## config.mk

```make
export PLATFORM = sky130hd
export DESIGN_NAME = pingpong_buf
export DESIGN_NICKNAME = d
export VERILOG_FILES = /design/src/rtl/pingpong_buf.sv
export SDC_FILE = /design/constraint.sdc
export NUM_CORES = 1
export LEC_CHECK = 0
export ABC_AREA = 1
export BUFFER_PORTS_ARGS = -buffer_cell sky130_fd_sc_hd__buf_2
export CORE_ASPECT_RATIO = 1.5
export CORE_MARGIN = 10
export CORE_UTILIZATION = 40
export DETAILED_ROUTE_END_ITERATION = 16
export GPL_TIMING_DRIVEN = 1
export PLACE_DENSITY_LB_ADDON = 0.1
export SYNTH_ARGS = -nofsm -noshare
export SYNTH_HDL_FRONTEND = slang
export SYNTH_SLANG_ARGS = --single-unit
```

## constraint.sdc

```tcl
create_clock -name clk -period 1.3 [get_ports clk]
set_clock_uncertainty 0.05 [all_clocks]
set_input_delay 0.065 -clock clk [delete_from_list [all_inputs] [get_ports clk]]
set_output_delay 0.065 -clock clk [all_outputs]
set_load 0.05 [all_outputs]
```

## src/rtl/pingpong_buf.sv

```systemverilog
// pingpong_buf: double buffer feeding a downstream N-bit 2-to-1 mux.
// A producer fills one bank while the consumer reads the other. sel picks
// the bank offered to the reader, and rd_avail says that bank is full.
//
// Handshake (write side, strict valid/ready): a word transfers on a rising
// edge where wr_valid && wr_ready. While wr_ready is low, a wr_valid beat is
// ignored. It is not queued, and the producer must present it again.
// Read side: rd_done is a one-cycle release of the bank chosen by sel. It only
// takes effect while rd_avail is high.
module pingpong_buf #(
  parameter int N  = 4,
  parameter int AW = 2
) (
  input  logic          clk,
  input  logic          rst_n,
  input  logic          wr_valid,
  input  logic [N-1:0]  wr_data,
  output logic          wr_ready,
  input  logic [AW-1:0] rd_addr,
  input  logic          rd_done,
  output logic [N-1:0]  bank0_q,
  output logic [N-1:0]  bank1_q,
  output logic          sel,
  output logic          rd_avail,
  output logic [1:0]    dbg_full,
  output logic          dbg_wr_bank,
  output logic [AW-1:0] dbg_wr_ptr
);

  localparam int DEPTH = 2 ** AW;
  localparam logic [AW-1:0] LAST = {AW{1'b1}};

  logic [N-1:0]  r_bank0 [DEPTH];
  logic [N-1:0]  r_bank1 [DEPTH];
  logic          r_wr_bank;
  logic [AW-1:0] r_wr_ptr;
  logic [1:0]    r_full;
  logic          r_sel;

  logic          w_wr_fire;
  logic          w_wr_last;
  logic          w_rd_fire;
  logic [1:0]    w_full_nxt;

  assign wr_ready  = ~r_full[r_wr_bank];
  assign rd_avail  = r_full[r_sel];
  assign w_wr_fire = wr_valid & wr_ready;
  assign w_wr_last = (r_wr_ptr == LAST);
  assign w_rd_fire = rd_done & rd_avail;

  assign bank0_q = r_bank0[rd_addr];
  assign bank1_q = r_bank1[rd_addr];
  assign sel     = r_sel;

  assign dbg_full    = r_full;
  assign dbg_wr_bank = r_wr_bank;
  assign dbg_wr_ptr  = r_wr_ptr;

  // Next full flags. A completing write and a release always target different
  // banks, because a write needs an empty bank and a release needs a full one.
  always_comb begin
    w_full_nxt = r_full;
    if (w_rd_fire) w_full_nxt[r_sel] = 1'b0;
    if (w_wr_fire && w_wr_last) w_full_nxt[r_wr_bank] = 1'b1;
  end

  // Bank storage: the accepted word goes to the bank currently being filled.
  always_ff @(posedge clk or negedge rst_n) begin
    if (!rst_n) begin
      for (int i = 0; i < DEPTH; i++) begin
        r_bank0[i] <= '0;
        r_bank1[i] <= '0;
      end
    end else if (w_wr_fire) begin
      if (r_wr_bank) r_bank1[r_wr_ptr] <= wr_data;
      else           r_bank0[r_wr_ptr] <= wr_data;
    end
  end

  // Control state: write pointer and bank, full flags, and the reader's bank.
  always_ff @(posedge clk or negedge rst_n) begin
    if (!rst_n) begin
      r_wr_bank <= 1'b0;
      r_wr_ptr  <= '0;
      r_full    <= 2'b00;
      r_sel     <= 1'b0;
    end else begin
      r_full <= w_full_nxt;
      if (w_wr_fire) begin
        // The pointer wraps naturally at DEPTH-1 because DEPTH is a power of two.
        r_wr_ptr <= r_wr_ptr + AW'(1);
        if (w_wr_last) r_wr_bank <= ~r_wr_bank;
      end
      if (w_rd_fire) r_sel <= ~r_sel;
    end
  end

endmodule

```

==> summary.md <==
| Metric | Value |
|---|---|
| Status | `finished with violations` |
| Failing checks | `negative hold slack, negative setup slack` |
| Seq cells post-synth | `38` |
| Synth area leader | `dfrtp_1` |
| Synth-to-Final Area Change | `30.64%` |
| Synthesized Nets | `283` |
| First-pass GRT wire length | `8.845 mm` |
| Most common cell in the netlist | `nand2_1` |
| Async S/R FF share, synth | `1.000` |
| Synth Area per Inst | `7.665 µm²` |
| Period utilization | `1.067` |
| Die X | `78.62 µm` |
| Metal2 WL | `2.681 mm` |
| Netlist Area Pre-Place | `0.002062 mm²` |
| Setup violations, final | `1` |
| Synth warn | `0` |
| Clock Sinks | `38` |
| Layout cells sized above 1 | `0.2701` |
| Clock buffers created by TritonCTS | `5` |
| Worst setup margin | `-0.08694 ns` |
| F_max | `721.0 MHz` |
| Vias in the first global route | `1873` |
| Number of synthesized flops with an enable pin | `0` |
| Int Pwr | `3.800 mW` |
| Detailed Route WL | `5.356 mm` |
| Io pins | `26` |
| DRT met1 WL | `2.322 mm` |
| Max Used Layer | `met4` |
| RSZ-0062 raised after global routing | `true` |
| H-tree levels | `2` |
| Reg2Reg Depth | `5` |
| CP Launch Type | `register` |
| CTS tree | `done` |
| Vias | `1917` |
| Xor and xnor area share after synthesis | `0` |
| Hold path depth | `4` |
| Clock Power Share | `0.123` |
| Total iterations of the first detailed-routing run | `4` |
| Crit Path Category | `reg -> out` |
| Final min period | `1.387 ns` |
| Clock Latency Late Sink | `0.29 ns` |
| Core ar. | `0.005085 mm²` |
| Max Cap Viol | `0` |
| Ant diodes | `0` |
| Post-synthesis simple-gate area fraction | `0.3823` |
| Nets | `324` |
| Min-delay worst type | `in -> reg` |
| Synth top area share | `0.4612` |
| Util after Layout | `0.5298` |
| Reg power frac | `0.315` |
| Gpl congestion | `0.7732` |
| Drt wl/cell | `14.13 µm` |
| CP arrival | `1.27 ns` |
| Starting DRC count in detailed routing | `132` |
| Clock transition at path regs | `0.08 ns` |
| Met3 Wirelength | `303 µm` |
| Lkg Pwr | `1.407 nW` |
| Largest family of logic cells by synthesized area | `simple AND/OR/NAND/NOR gates` |
| Crit end category | `output pin` |
| Mux share of post-synthesis cell area | `0` |
| Cell area power density | `2548 mW/mm²` |
| Total gr overflow | `0` |
| Actual slew at the worst max-slew pin | `0.3347 ns` |
| Post-Synth Adder-Cell Area | `0.02427` |
| Cell chosen for the clock root | `clkbuf_8` |
| Switching power | `3.063 mW` |
| Synth Flop Type | `dfrtp_1` |
| Worst Path Required | `1.19 ns` |
| WHS | `-0.001643 ns` |
| CTS Buffer Depth | `2` |
| Die H | `107.9 µm` |
| Buffers on Ports | `25` |
| Post-route DRC violation count | `0` |
| Max_slew headroom | `0.7768` |
| Synth cell types | `17` |
| Comb pwr share | `0.563` |
| Synth top cells by count | `113 x nand2_1, 38 x dfrtp_1, 38 x nand4_1` |
| Gr usage total | `0.1287` |
| Die Area | `0.008486 mm²` |
| Mapped Cells | `269` |
| Row count | `32` |
| Post-detailed-route count of antenna-violating nets | `0` |
| Initial Util | `0.4055` |
| Largest net degree at the start of global routing | `26` |
| Area contributors post-synth | `dfrtp_1 46%, nand2_1 21%, nand4_1 12%, inv_1 3.8%, buf_2 3.2%` |
| Initial antenna violation count | `0` |
| Critical path fanouts, max | `4` |
| Detail Placement HPWL | `3.834 mm` |
| Endpoints failing hold | `1` |
| Vias per cell | `5.058` |
| Post-synthesis compound-gate area fraction | `0.03398` |
| Sequential area share after synthesis | `0.4612` |
| Switching portion of total power | `0.4463` |
| Worst vdd ir | `0.001595 V` |
| Setup TNS | `-0.08694 ns` |
| Pins Over Slew Limit | `0` |
## metal layers
layer,GRT usage,up-vias
li1,-,962
met1,0.1572,901
met2,0.2164,49
met3,0.03654,5
met4,0.03470,0
met5,0,-
## flip-flops by register name, indices dropped and copies added, names as in the netlist
name / count
r_bank0: 16
dbg_wr_bank: 1
r_bank1: 16
sel: 1
dbg_full: 2
dbg_wr_ptr: 2
## path summary, 6_finish.rpt
kind | end | slack, ns | from
max | wr_ready | -0.09 | dbg_wr_bank$_DFFE_PN0N_
max reg2reg | r_bank1[9]$_DFFE_PN0P_ | 0.01 | dbg_wr_ptr[1]$_DFFE_PN0N_
min | dbg_full[1]$_DFF_PN0_ | -0.002 | rd_done
min reg2reg | r_bank1[14]$_DFFE_PN0P_ | 0.42 | r_bank1[14]$_DFFE_PN0P_
max in group asynchronous | dbg_full[1]$_DFF_PN0_ | 0.58 | rst_n
min in group asynchronous | r_bank0[12]$_DFFE_PN0P_ | 0.16 | rst_n
## power groups by stage
| stage | logic (mW) | registers, mW | clock network, mW |
|---|---|---|---|
| floorplan | 2.09 | 2.37 | 0 |
| global placement | 3.13 | 2.17 | 0 |
| detailed placement | 3.16 | 2.17 | 0 |
| CTS | 3.58 | 2.13 | 0.858 |
| global route | 4.24 | 2.22 | 0.916 |
| finish | 3.86 | 2.16 | 0.841 |
## cell type report
type | count | area [µm²]
Clock buffer | 7 | 86.33
Clock inverter | 1 | 5.005
Fill cell | 517 | 2391
Inverter | 22 | 87.58
Multi-Input combinational cell | 188 | 979.7
Sequential cell | 38 | 957.2
Tap cell | 68 | 85.08
Timing Repair Buffer | 55 | 493.0
## cells in the final DEF (no fill, tap or decap), drive strengths merged
cell type	Yosys	final
buf	17	53
bufbuf	0	1
clkbuf	4	7
clkinv	0	1
dfrtp	38	38
dlygate4sd3	0	1
ha	4	4
inv	22	22
nand2	113	113
nand3	6	6
nand4	38	38
nor2	16	16
o211ai	8	8
o21ai	2	2
or2	1	1
## metrics by stage
stage               cells  instance area, µm²  hold slack, ns  power (mW)  setup WS (ns)
floorplan             269                2102         -0.2806       4.463       -0.08518
global placement      361                2365        -0.05456       5.301       -0.03989
detailed placement    361                2365        -0.06141       5.335       -0.05578
CTS                   376                2560        0.003389       6.565        -0.1059
global route          379                2694         0.04288       7.377        -0.1277
finish                379                2694       -0.001643       6.863       -0.08694
## repair_timing
action	CTS	global route
cloned	1	0
setup buffers	6	3
pin swaps	3	9
endpoints found under the setup margin	7	43
hold buffers	1	0
resized for setup	10	35
hold endpoints to repair	38	0
## logic make-up (layout without fill, tap and decap cells)
| logic type | after synthesis | count (layout) |
|---|---|---|
| and+or+nand+nor | 174 | 174 |
| buffers and inverters | 43 | 85 |
| DFF | 38 | 38 |
| AOI/OAI and AO/OA | 10 | 10 |
| adders and majority gates | 4 | 4 |
## critical path, cell delays in order, from the launching register on
cell and delay, ns:
dfrtp_2 0.44, nor2_4 0.06, buf_12 0.12, or2_4 0.22, buf_8 0.15
No activity file was read; power rests on OpenSTA's default activity.
